<file path="config.mk">
export PLATFORM = sky130hd
export DESIGN_NAME = mem_ctrl
export DESIGN_NICKNAME = d
export VERILOG_FILES = /design/src/rtl/mem_ctrl.sv
export SDC_FILE = /design/constraint.sdc
export NUM_CORES = 1
export LEC_CHECK = 0
export CORE_ASPECT_RATIO = 0.7
export CORE_MARGIN = 2
export CORE_UTILIZATION = 40
export CTS_CLUSTER_DIAMETER = 150
export DETAILED_ROUTE_END_ITERATION = 10
export GPL_TIMING_DRIVEN = 0
export PLACE_DENSITY = 0.77
export SLEW_MARGIN = 0
export SYNTH_ARGS = -nofsm -noshare
export SYNTH_HDL_FRONTEND = slang
export SYNTH_SLANG_ARGS = --single-unit
</file>
<file path="constraint.sdc">
create_clock -name clk -period 1.8 [get_ports clk]
set_clock_uncertainty 0.1 [all_clocks]
set_input_delay 0.18 -clock clk [delete_from_list [all_inputs] [get_ports clk]]
set_output_delay 0.18 -clock clk [all_outputs]
set_load 0.1 [all_outputs]
</file>
<file path="src/rtl/mem_ctrl.sv">
// Memory-stage controller: passes ALU results through, or runs one data-bus
// transaction per load/store while holding the pipeline with a stall request.
module mem_ctrl #(
    parameter int TIMEOUT = 15
) (
    input  logic        clk,
    input  logic        rst,
    input  logic [7:0]  aluop_i,
    input  logic        we_i,
    input  logic [4:0]  waddr_i,
    input  logic [31:0] result_i,
    input  logic [31:0] store_i,
    output logic        we_o,
    output logic [4:0]  waddr_o,
    output logic [31:0] wdata_o,
    output logic        stall_req_o,
    output logic        bus_req_o,
    output logic        bus_we_o,
    output logic [31:0] bus_addr_o,
    output logic [31:0] bus_wdata_o,
    output logic [3:0]  bus_sel_o,
    input  logic        bus_ack_i,
    input  logic [31:0] bus_rdata_i,
    output logic        align_err_o,
    output logic        bus_err_o,
    output logic [1:0]  dbg_state_o
);

    localparam logic [7:0] OP_LB  = 8'hE0;
    localparam logic [7:0] OP_LW  = 8'hE3;
    localparam logic [7:0] OP_LBU = 8'hE4;
    localparam logic [7:0] OP_SB  = 8'hE8;
    localparam logic [7:0] OP_SW  = 8'hEB;
    localparam logic [7:0] TO_LAST = 8'(TIMEOUT - 1);

    typedef enum logic [1:0] {
        S_IDLE = 2'd0,
        S_BUS  = 2'd1,
        S_DONE = 2'd2
    } state_t;

    state_t      r_state;
    state_t      w_next;
    logic [7:0]  r_cnt;
    logic [31:0] r_addr;
    logic [31:0] r_store;
    logic [4:0]  r_waddr;
    logic        r_is_load;
    logic        r_is_store;
    logic        r_is_word;
    logic        r_is_signed;
    logic [31:0] r_rdata;
    logic        r_ok;

    logic        w_in_load;
    logic        w_in_store;
    logic        w_in_word;
    logic        w_in_misalign;
    logic        w_start;
    logic [7:0]  w_lane;
    logic [31:0] w_load_val;
    logic [3:0]  w_sel;
    logic        w_timeout;

    assign w_in_load     = (aluop_i == OP_LB) || (aluop_i == OP_LW) || (aluop_i == OP_LBU);
    assign w_in_store    = (aluop_i == OP_SB) || (aluop_i == OP_SW);
    assign w_in_word     = (aluop_i == OP_LW) || (aluop_i == OP_SW);
    assign w_in_misalign = w_in_word && (result_i[1:0] != 2'b00);
    assign w_start       = (w_in_load || w_in_store) && !w_in_misalign;

    // Big-endian lanes: byte offset 0 lives in bits [31:24].
    always_comb begin
        w_lane = 8'h00;
        case (r_addr[1:0])
            2'd0: w_lane = bus_rdata_i[31:24];
            2'd1: w_lane = bus_rdata_i[23:16];
            2'd2: w_lane = bus_rdata_i[15:8];
            default: w_lane = bus_rdata_i[7:0];
        endcase
    end

    assign w_load_val = r_is_word   ? bus_rdata_i :
                        r_is_signed ? {{24{w_lane[7]}}, w_lane} :
                                      {24'h000000, w_lane};
    assign w_sel      = r_is_word ? 4'b1111 : (4'b1000 >> r_addr[1:0]);
    assign w_timeout  = (r_cnt == TO_LAST);
    assign dbg_state_o = r_state;

    // Outputs and next state; everything is forced low while rst is high.
    always_comb begin
        w_next      = r_state;
        we_o        = 1'b0;
        waddr_o     = 5'd0;
        wdata_o     = 32'd0;
        stall_req_o = 1'b0;
        bus_req_o   = 1'b0;
        bus_we_o    = 1'b0;
        bus_addr_o  = 32'd0;
        bus_wdata_o = 32'd0;
        bus_sel_o   = 4'b0000;
        align_err_o = 1'b0;
        bus_err_o   = 1'b0;
        if (!rst) begin
            case (r_state)
                S_IDLE: begin
                    if (w_start) begin
                        stall_req_o = 1'b1;
                        w_next      = S_BUS;
                    end else if (w_in_misalign) begin
                        align_err_o = 1'b1;
                    end else if (!w_in_load && !w_in_store) begin
                        we_o    = we_i;
                        waddr_o = waddr_i;
                        wdata_o = result_i;
                    end
                end
                S_BUS: begin
                    stall_req_o = 1'b1;
                    bus_req_o   = 1'b1;
                    bus_we_o    = r_is_store;
                    bus_addr_o  = {r_addr[31:2], 2'b00};
                    bus_sel_o   = w_sel;
                    if (r_is_store)
                        bus_wdata_o = r_is_word ? r_store : {4{r_store[7:0]}};
                    if (bus_ack_i) begin
                        w_next = S_DONE;
                    end else if (w_timeout) begin
                        bus_err_o = 1'b1;
                        w_next    = S_DONE;
                    end
                end
                S_DONE: begin
                    we_o    = r_ok;
                    waddr_o = r_ok ? r_waddr : 5'd0;
                    wdata_o = r_ok ? r_rdata : 32'd0;
                    w_next  = S_IDLE;
                end
                default: w_next = S_IDLE;
            endcase
        end
    end

    always_ff @(posedge clk) begin
        if (rst) begin
            r_state     <= S_IDLE;
            r_cnt       <= 8'd0;
            r_addr      <= 32'd0;
            r_store     <= 32'd0;
            r_waddr     <= 5'd0;
            r_is_load   <= 1'b0;
            r_is_store  <= 1'b0;
            r_is_word   <= 1'b0;
            r_is_signed <= 1'b0;
            r_rdata     <= 32'd0;
            r_ok        <= 1'b0;
        end else begin
            r_state <= w_next;
            case (r_state)
                S_IDLE: begin
                    if (w_start) begin
                        r_addr      <= result_i;
                        r_store     <= store_i;
                        r_waddr     <= waddr_i;
                        r_is_load   <= w_in_load;
                        r_is_store  <= w_in_store;
                        r_is_word   <= w_in_word;
                        r_is_signed <= (aluop_i == OP_LB);
                        r_cnt       <= 8'd0;
                        r_ok        <= 1'b0;
                    end
                end
                S_BUS: begin
                    r_cnt <= r_cnt + 8'd1;
                    if (bus_ack_i) begin
                        r_ok    <= r_is_load;
                        r_rdata <= w_load_val;
                    end
                end
                default: ;
            endcase
        end
    end

endmodule

</file>
[Word-level counts from Yosys, hierarchy flattened]
Cells that the tools add are included.
Word-level totals
  input bits: 113
  logic and storage cells: 99
  register bits: 116
Operators by class
  equal/unequal tests: 13
  reductions and logical operators: 20
  mux-type cells: 53
  add/sub/neg operators: 1
  shifts and indexed selects: 1
Operators with widths (number)
  $mux 32: 13
  $pmux 32 s2: 1
  $eq 8x8->1 const B: 5
  $mux 5: 5
  $pmux 8 s3: 1
  $mux 1: 20
  $pmux 8 s2: 1
  $mux 4: 3
  $pmux 5 s2: 1
  $add 8x1->8 const B: 1
  $eq 8x4->1 const B: 1
  $mux 8: 1
  $reduce_and 2->1: 4
  $mux 2: 3
  $pmux 1 s2: 3
  $logic_or 1x1->1: 5
  $eq 2x1->1 const B: 2
  $eq 2x2->1 const B: 2
  $logic_not 2->1: 2
  $ne 2x2->1 const B: 2
  $pmux 2 s2: 1
  $reduce_bool 2->1: 2
  $shr 4x2->4 const A: 1
  $logic_and 1x1->1: 3
  other kinds (3): 5

[Longest topological paths before layout]
Gate-level depths: netlist (run 1).
  depth after elaboration: 10
  gate-level depth with buffers: 8
  gate-level depth less buffers: 5

[Worst setup path before layout (run 1)]
Ideal clock, no wire load.
  path type: register to output
  start point: register r_state[0], in the netlist dbg_state_o[0]
  end point: output port bus_wdata_o[22]
  arrival time: 4.063 ns
  path slack: -2.543 ns
  cell stages (with the launch flop): 8
  data required time: 1.520 ns
  buffers on the path: 2
  cells stage by stage: dfxtp_1 clkbuf_1 nor2b_1 nand2_1 clkinv_1 nand2_1 buf_2 a21oi_1
Between the ends
  cells in the longest elaborated chain, start to end: 3
Ends and longest elaborated chain
  start: declaration: line 42  | state_t r_state;
  start signal: assignment: line 157  | r_state <= w_next;
  $eq 2x1->1: line 104  | case (r_state)
  $mux 32: line 104
  $mux 32: line 103  | if (!rst) begin
  end: declaration: line 20  | output logic [31:0] bus_wdata_o,
Every way passes these cells.

[Final worst setup path (run 1)]
  start point: register r_state[0], in the netlist dbg_state_o[0]
  end point: output port bus_wdata_o[24]
Same word-level chain as after synthesis.

==> results.yml, run 1 <==
floorplanning:
  start_util_pct: 41.3
  core_area_sq_mm: 0.0141
  dieArea_sq_mm: 0.0155
  die_x_microns: 148
  die_h_microns: 105
  io_pins: 226
  rows: 36
clocking:
  tritoncts: "built"
  clock-sinks: 116
  cts_buffers: 17
  clkTransAtPathRegs_ns: 0.06
  cts_root_buf: "clkbuf_16"
  clock_latency_ns: 0.42
  cts_buffer_depth: 2
  h-tree-depth: 4
sta:
  period_share_pct: 127
  worst_pin_slew_ns: 0.951
  grt_setup_unrepaired: "yes"
  finalHoldViolCount: 0
  worst_slack_ns: -0.492
  fin_setup_tns_ns: -48.57
  timing.slew.headroom_pct: 36.9
  fin_hold_ws_ns: 0.0317
  fmax_mhz: 436
  drv_slew: 0
  setup_viol: 149
  min_period_ns: 2.29
worst_setup_path:
  r2r_slack_ns: -0.26
  r2r_end: "r_rdata[4]"
  path_max_fanout: 6
  end_kind: "output port"
  rr_worst_depth: 9
  arrival_ns: 2.01
  r2r-start: "dbg_state_o[0]"
  criticalPathCategory: "reg -> out"
  worstPathRequired_ns: 1.52
  cp-start-kind: "flip-flop"
drt:
  drt.antenna.violating_nets: 0
  wl_per_cell_microns: 25.5
  drt_pass1_iterations: 7
  vias: 8085
  wirelength_mm: 32.0
  drt_iter0_drc: 1178
  drc: 0
  via_per_inst: 6.45
outcome:
  failed_checks: "negative setup slack"
  status: "finished with violations"
yosys:
  async_flop_share_pct: 0
  synth_common_cells: "dfxtp_1 (116), a21oi_1 (115), nand3_1 (77), nand2_1 (73), clkbuf_1 (62)"
  yosys_warnings: 0
  yosysTopAreaCell: "dfxtp_1"
  yosysMostFrequentCell: "dfxtp_1"
  synth_edf_count: 0
  synth_area_per_cell_sq_um: 7.69
  ys_seq_area_share_pct: 40.0
  synth.area.top_cells: "dfxtp_1 (40%), a21oi_1 (9.9%), nand3_1 (6.6%)"
  ys_types: 46
  netlist_area_sq_mm: 0.00581
  synth-seq-cells: 116
  synth-main-ff-cell: "dfxtp_1"
  synth_top_area_share_pct: 40.0
  syn_inst: 756
pwr:
  switching_share_pct: 28.4
  power.leakage_nw: 4.28
  switching_power_mw: 2.15
  p_int_mw: 5.43
  power_frac_comb_pct: 19.0
  powerDensity_mw_per_mm2: 628
  p_seq_share_pct: 34.3
  vdd_drop_max_mv: 0.651
  finalPower_mw: 7.58
  p_clk_share_pct: 46.7
global_route:
  grt-ovfl-total: 0
  grt_usage_pct: 38.0
  grt_max_degree: 17
  antenna_found_initial: 0
  grt_pass1_wl_mm: 45.3
  grt_pass1_vias: 7835
worst_hold_path:
  holdPathEnd: "r_is_signed"
  hold_path_depth: 4
  min_from: "aluop_i[0]"
  hold_path.class: "in -> reg"
final_layout:
  final_core_util_pct: 85.9
  antenna_cells: 0
  drive_above_1_share_pct: 39.9
  stdcell_count: 1254
  synthToLayoutAreaGrowth_pct: 108
  nets: 1166
  stdcell_area_sq_mm: 0.0121
placed_design:
  place.gp.congestion: 0.945
  portBuffers: 221
  placed_cell_area_sq_mm: 0.00920
  post-dp-hpwl_mm: 17.7
  place_ws_ns: -1.75
  dpl.cell_count: 1168
job:
  maxCapViolCount: 0
-- per-layer routing --
metal	up-vias	share of wire [%]	GRT usage, %	wire length [microns]
met2	727	44	56.7	14100
met4	0	5.4	15.7	1740
met3	168	13	12.5	4130
met1	3816	38	50.5	12100
li1	3374	-	-	-
met5	-	0	0	0
-- cell usage in the layout (no fill, tap or decap), drive strengths merged, types with 2 or more instances in the layout --
| cell | Yosys | routed |
|---|---|---|
| nor2 | 36 | 36 |
| bufinv | 0 | 3 |
| mux2i | 7 | 7 |
| clkinvlp | 0 | 7 |
| nor3 | 5 | 5 |
| nand4 | 3 | 3 |
| nand3b | 2 | 2 |
| clkinv | 2 | 5 |
| ha | 2 | 2 |
| nor4 | 3 | 3 |
| clkdlybuf4s15 | 0 | 6 |
| buf | 20 | 196 |
| dfxtp | 116 | 116 |
| nand3 | 77 | 77 |
| a211oi | 28 | 28 |
| nand2b | 2 | 2 |
| inv | 8 | 7 |
| a31oi | 3 | 3 |
| a311oi | 3 | 3 |
| a22o | 37 | 37 |
| a2bb2oi | 7 | 7 |
| clkbuf | 62 | 71 |
| and3 | 41 | 41 |
| o31ai | 3 | 4 |
| o221ai | 7 | 7 |
| o211a | 3 | 3 |
| xnor2 | 2 | 2 |
| conb | 1 | 2 |
| o21ai | 73 | 73 |
| clkdlybuf4s50 | 0 | 101 |
| a21oi | 115 | 115 |
| o32ai | 2 | 2 |
| nand2 | 73 | 74 |
| and2 | 2 | 2 |
-- worst max-delay path by stage --
| stage | startpoint | endpoint | depth (start not counted) |
|---|---|---|---|
| final | dbg_state_o[0] | bus_wdata_o[24] | 8 |
| after CTS | dbg_state_o[0] | wdata_o[25] | 8 |
| after global placement | aluop_i[1] | stall_req_o | 7 |
| after floorplan | dbg_state_o[0] | bus_wdata_o[22] | 7 |
| after detailed placement | aluop_i[1] | stall_req_o | 7 |
| after global routing | dbg_state_o[0] | bus_wdata_o[15] | 8 |
-- registers in the layout (all words and copies together), names as in the netlist --
register	count
r_is_store	1
r_addr	32
r_store	32
r_rdata	32
r_is_load	1
dbg_state_o	2
r_ok	1
r_waddr	5
r_is_signed	1
r_is_word	1
r_cnt	8
-- critical path, stage by stage (launching register included) --
cell and delay [ns]:
dfxtp_4 0.35, clkbuf_16 0.14, nor2b_4 0.26, nand2_8 0.10, clkinv_8 0.09, nand2_8 0.09, buf_12 0.19, a21oi_4 0.16
buf_12 0.20
-- area by class of cell --
class | instances | area [sq um]
Inverter | 10 | 57.6
Timing Repair Buffer | 279 | 3880
Multi-Input combinational cell | 551 | 4290
Sequential cell | 116 | 2330
Fill cell | 630 | 1980
Tap cell | 190 | 238
Clock inverter | 12 | 155
Buffer | 76 | 672
Clock buffer | 20 | 447
-- power by group through the flow --
stage / sequential, mW / clock [mW] / combinational [mW]
after global routing: 2.60 / 3.65 / 1.47
after floorplan: 2.65 / 0 / 0.688
final: 2.60 / 3.54 / 1.44
after global placement: 2.65 / 0 / 1.13
after detailed placement: 2.65 / 0 / 1.14
after CTS: 2.60 / 3.48 / 1.36
-- what timing repair did --
| item | in CTS | in global routing |
|---|---|---|
| pin swaps | 31 | 43 |
| setup buffers | 35 | 22 |
| gates resized for setup | 1111 | 106 |
| endpoints found under the setup margin | 210 | 218 |
| hold buffers | 0 | 0 |
| gates cloned | 8 | 4 |
-- logic make-up (layout without fill, tap and decap cells) --
family	Yosys count	count (layout)	share of synthesized area, %
other	1	2	0.0645
multiplexers	8	8	1.59
AND/OR/NAND/NOR	248	249	20.3
flip-flops	116	116	40.0
adder cells (fa/ha/maj)	2	2	0.431
AO/OA/AOI/OAI	287	288	30.4
XOR/XNOR	2	2	0.302
buffers and inverters	92	397	6.89
Power figures use the tool's default switching activity.
==> run 2, diff against run 1 <==
ABC_AREA = 1   (was default)
==> run 2 against run 1 <==
  * The run still ends with negative setup slack left
  * Largest power group unchanged
  * Wire length fell by 3.2%
  * Final cell count rose by 12%
  * Sequential cell count did not move
  * Critical path depth fell by 4
  * Critical path type is now in -> out
  * Worst hold slack improved by 0.14 ns
  * First-iteration DRC count fell by 28%
  * Via count rose by 1.4%
  * Combinational power rose by 12%
  * Critical endpoint is now wdata_o[18]
  * Utilization fell by 0.29 points
==> results.yml, run 2 <==
outcome:
  status: "finished with violations"
  failed_checks: "negative setup slack"
global_route:
  grt_max_degree: 19
  grt_pass1_vias: 7766
  grt_usage_pct: 35.1
  grt_pass1_wl_mm: 42.3
  antenna_found_initial: 2
  grt-ovfl-total: 0
pwr:
  vdd_drop_max_mv: 0.663
  power.leakage_nw: 4.77
  powerDensity_mw_per_mm2: 621
clocking:
  clkTransAtPathRegs_ns: 0.06
  tritoncts: "built"
  clock_latency_ns: 0.43
  h-tree-depth: 4
  ctsHoldBuffers: 0
  cts_buffers: 17
  clock-sinks: 116
  cts_root_buf: "clkbuf_16"
  cts_buffer_depth: 2
sta:
  worst_pin_slew_ns: 1.27
  fmax_mhz: 427
  finalHoldViolCount: 0
  period_share_pct: 130
  min_period_ns: 2.34
  worst_slack_ns: -0.543
  grt_setup_unrepaired: "yes"
  drv_slew: 0
  timing.slew.headroom_pct: 15.6
  setup_viol: 139
worst_setup_path:
  arrival_ns: 2.06
  path_cells: "clkbuf_1 > clkbuf_1 > a21oi_4 > buf_12"
  end_kind: "output port"
  cp_common_cell: "clkbuf_1"
  path_max_fanout: 10
  criticalPathCategory: "in -> out"
  worstPathRequired_ns: 1.52
  cp-start-kind: "input pin"
  r2r_slack_ns: -0.08
  crit_slowest_cell: "clkbuf_1"
  critical-path-max-stage-delay_ns: 1.00
yosys:
  netlist_area_sq_mm: 0.00589
  yosysMostFrequentCell: "nor2_1"
  synth-seq-cells: 116
  ys_seq_area_share_pct: 39.4
  synth.area.top_cells: "dfxtp_1 (39%), nor2_1 (15%), a21oi_1 (11%)"
  ys_types: 28
  synth_area_per_cell_sq_um: 6.45
  syn_inst: 914
  async_flop_share_pct: 0
  synth_edf_count: 0
  synth_common_cells: "nor2_1 (236), nand2_1 (158), a21oi_1 (129), dfxtp_1 (116), o21ai_0 (67)"
  yosysTopAreaCell: "dfxtp_1"
  synth-main-ff-cell: "dfxtp_1"
  yosys_warnings: 0
  synth_top_area_share_pct: 39.4
placed_design:
  place_ws_ns: -1.68
  post-dp-hpwl_mm: 17.3
  portBuffers: 222
  placed_cell_area_sq_mm: 0.00936
  place.gp.congestion: 0.947
final_layout:
  stdcell_area_sq_mm: 0.0124
  final_common_cell: "nor2_1"
  nets: 1312
  synthToLayoutAreaGrowth_pct: 111
  n_fill_cell: 737
  final_cell_mix: "nor2_1 (161), buf_12 (123), dfxtp_1 (113)"
  drive_above_1_share_pct: 40.2
  top_regs: "r_addr: 32 flops, r_rdata: 32 flops, r_store: 32 flops"
  final_core_util_pct: 85.6
floorplanning:
  dieArea_sq_mm: 0.0157
  die_x_microns: 149
  rows: 37
  start_util_pct: 40.5
  io_pins: 226
  core_area_sq_mm: 0.0145
  die_h_microns: 106
drt:
  drc: 0
  drt_iter0_drc: 846
  drt_pass1_iterations: 5
  via_per_inst: 5.83
  wirelength_mm: 31.0
  wl_per_cell_microns: 22.1
  drt.antenna.violating_nets: 0
  vias: 8196
worst_hold_path:
  hold_path.class: "in -> reg"
job:
  maxCapViolCount: 0
run 2: what timing repair did:
| item | 4_1_cts | 5_1_grt |
|---|---|---|
| endpoints found under the setup margin | 176 | 209 |
| buffers inserted | 22 | 12 |
| gates resized for setup | 1156 | 135 |
| endpoints found under the hold margin | 0 | 0 |
| pin swaps | 61 | 34 |
| gates cloned | 9 | 2 |
run 2: report_power, final:
| part | total (mW) | internal, mW | switching [mW] | leakage, nW |
|---|---|---|---|---|
| logic | 1.62 | 0.647 | 0.975 | 3.54 |
| clock network | 3.46 | 2.18 | 1.29 | 0.288 |
| registers | 2.64 | 2.61 | 0.0307 | 0.938 |
| total | 7.72 | 5.43 | 2.29 | 4.77 |
run 2: layout make-up:
cell class / instances / area, sq um / area share (%)
multi-input combinational: 692 / 4610 / 37.0
timing repair buffer: 264 / 3820 / 30.7
sequential: 116 / 2330 / 18.7
buffer: 69 / 679 / 5.46
clock buffer: 23 / 489 / 3.93
tap: 195 / 244 / 1.96
inverter: 37 / 168 / 1.35
clock inverter: 9 / 100 / 0.805
antenna: 1 / 2.50 / 0.0201
run 2: cells by family (layout without fill, tap and decap cells):
group                    after synthesis  after routing  share of synthesized area, %
AND/OR/NAND/NOR                      434            434                          29.1
AO/OA/AOI/OAI                        254            254                          21.9
flip-flops                           116            116                          39.4
buffers and inverters                107            402                          9.04
adder cells (fa/ha/maj)                2              2                         0.425
other                                  1              3                        0.0636
run 2: layer usage:
| layer | track usage (%) | wire (microns) | vias up |
|---|---|---|---|
| met4 | 10.9 | 1320 | 0 |
| li1 | - | - | 3548 |
| met5 | 0 | 0 | - |
| met1 | 44.7 | 11400 | 3858 |
| met3 | 10.1 | 3630 | 153 |
| met2 | 57.6 | 14700 | 637 |
run 2: final timing paths:
kind,depth (start not counted),to,start
setup / recovery,4,wdata_o[18],rst
hold / removal,3,r_addr[0],result_i[0]
setup reg to reg,9,r_rdata[9],dbg_state_o[0]
hold reg to reg,2,r_store[0],r_store[0]
run 2: worst max-delay path, delay by kind of cell:
kind	cells	cell delay [ns]
buffers and inverters	3	1.82
AOI/OAI and AO/OA	1	0.05
run 2: stage by stage:
step | cells | setup TNS, ns | hold WS [ns] | power (mW)
floorplan | 915 | -53.84 | 0.225 | 3.49
global placement | 1332 | -176.74 | 0.349 | 3.96
detailed placement | 1332 | -180.83 | 0.351 | 3.96
CTS | 1394 | -33.65 | 0.157 | 7.55
global route | 1406 | -51.73 | 0.193 | 7.86
finish | 1406 | -46.60 | 0.176 | 7.72
==> run 3, diff against run 2 <==
MAX_ROUTING_LAYER = met4   (was default)
==> run 3 against run 2 <==
  * The run ends with max-capacitance violations, max-slew violations, negative setup slack left
  * Global-route usage increased by 1.2 points
  * Sequential share of layout area hardly changed
  * Via count rose by 1.7%
  * Fmax is 2.8% lower
  * Combinational power is essentially flat
  * Sequential cell count unchanged
  * Critical path depth rose by 2
  * Count of clock-buffer cells in the layout fell by 5
  * Critical endpoint is now bus_wdata_o[29]
==> results.yml, run 3 (synthesized netlist as in run 2, its figures left out) <==
global_route:
  grt_usage_pct: 36.3
  grt_util_met2_pct: 57.7
  grt_pass1_wl_mm: 42.6
  busiest_layer: "met2"
  use_met3_pct: 10.7
  grt-ovfl-total: 0
  antenna_found_initial: 1
  grt_pass1_vias: 7987
  grt.met1_usage_pct: 43.6
  grt_max_degree: 17
sta:
  timing.slew.headroom_pct: -3.90
  fmax_mhz: 415
  setup_viol: 115
  fin_setup_tns_ns: -48.09
  finalHoldViolCount: 0
  drv_slew: 11
  worst_slack_ns: -0.610
  period_share_pct: 134
  grt_setup_unrepaired: "yes"
  worst_pin_slew_ns: 1.56
  min_period_ns: 2.41
placed_design:
  post-dp-hpwl_mm: 17.5
  place.gp.congestion: 0.964
  placed_cell_area_sq_mm: 0.00936
  portBuffers: 222
clocking:
  h-tree-depth: 4
  cts_buffers: 17
  tritoncts: "built"
  clock_latency_ns: 0.42
  cts_root_buf: "clkbuf_16"
  clkTransAtPathRegs_ns: 0.06
  clock-sinks: 116
  ctsHoldBuffers: 0
  cts_buffer_depth: 2
worst_setup_path:
  r2r_end: "r_rdata[21]"
  arrival_ns: 2.13
  worstPathRequired_ns: 1.52
  r2r-start: "dbg_state_o[1]"
  path_max_fanout: 10
  criticalPathCategory: "reg -> out"
  end_kind: "output port"
  cp-start-kind: "flip-flop"
  rr_worst_depth: 9
  r2r_slack_ns: -0.05
drt:
  drc: 0
  drt.antenna.violating_nets: 0
  vias: 8332
  drt_iter0_drc: 1021
  wirelength_mm: 31.3
  drt_pass1_iterations: 7
  wl_per_cell_microns: 22.1
  via_per_inst: 5.88
floorplanning:
  die_h_microns: 106
  io_pins: 226
  core_area_sq_mm: 0.0145
  rows: 37
  die_x_microns: 149
  start_util_pct: 40.5
  dieArea_sq_mm: 0.0157
worst_hold_path:
  holdPathEnd: "r_addr[0]"
  hold_path.class: "in -> reg"
  hold_path_depth: 3
  min_from: "result_i[0]"
final_layout:
  layout.area.seq_sq_mm: 0.00233
  stdcell_area_sq_mm: 0.0125
  final_common_cell: "nor2_1"
  drive_above_1_share_pct: 40.5
  multiInputGateArea_sq_mm: 0.00453
  nets: 1323
  top_regs: "r_addr: 32 flops, r_rdata: 32 flops, r_store: 32 flops"
  final_core_util_pct: 85.7
  n_fill_cell: 718
  final_cell_mix: "nor2_1 (163), buf_12 (119), dfxtp_1 (113)"
  synthToLayoutAreaGrowth_pct: 111
pwr:
  power.leakage_nw: 4.54
  finalPower_mw: 7.62
  powerDensity_mw_per_mm2: 612
  vdd_drop_max_mv: 0.638
outcome:
  status: "finished with violations"
  failed_checks: "max-capacitance violations, max-slew violations, negative setup slack"
job:
  maxCapViolCount: 1
-- run 3: final cells by class --
type	instances	area share [%]
diodes	1	0.0201
clock buffers	18	3.45
clock inverters	14	1.11
flip-flops and latches	116	18.7
inverters	37	1.35
repair buffers	275	31.7
multi-input cells	692	36.4
plain buffers	69	5.35
well taps	195	1.96
-- run 3: per-layer routing --
layer	up-vias	share of wire [%]
met1	3962	37
li1	3561	-
met5	-	0
met2	648	47
met4	0	5.2
met3	161	11
-- run 3: worst max-delay path, stage by stage (launching register included) --
cell	delay [ns]
dfxtp_1	0.30
buf_2	0.22
clkbuf_4	0.24
nor2_1	0.40
a21oi_1	0.18
nor2_4	0.17
buf_12	0.18
-- run 3: power breakdown --
group / leakage [nW] / internal, mW / switching, mW
combinational: 3.33 / 0.645 / 0.982
sequential: 0.938 / 2.60 / 0.0279
clock: 0.272 / 2.02 / 1.34
total: 4.54 / 5.27 / 2.35
-- run 3: what timing repair did --
| action | CTS | global route |
|---|---|---|
| resized for setup | 1064 | 250 |
| setup endpoints to repair | 174 | 216 |
| cloned | 5 | 5 |
| buffers inserted | 31 | 21 |
| pin swaps | 40 | 41 |
-- run 3: worst max-delay path by stage --
stage | from | to | slack (ns) | depth (start not counted)
after detailed placement | aluop_i[2] | waddr_o[0] | -1.68 | 14
after global placement | aluop_i[2] | waddr_o[0] | -1.64 | 14
after CTS | dbg_state_o[0] | wdata_o[29] | -0.61 | 11
after global routing | dbg_state_o[0] | wdata_o[12] | -0.63 | 9
after floorplan | dbg_state_o[0] | bus_err_o | -1.19 | 7
final | r_is_word | bus_wdata_o[29] | -0.61 | 6
-- run 3: per-stage QoR --
| step | worst slack, ns | hold WS, ns | std cells |
|---|---|---|---|
| floorplan | -1.19 | 0.225 | 915 |
| global placement | -1.64 | 0.349 | 1332 |
| detailed placement | -1.68 | 0.356 | 1332 |
| CTS | -0.612 | 0.124 | 1399 |
| global route | -0.628 | 0.126 | 1417 |
| finish | -0.610 | 0.120 | 1417 |
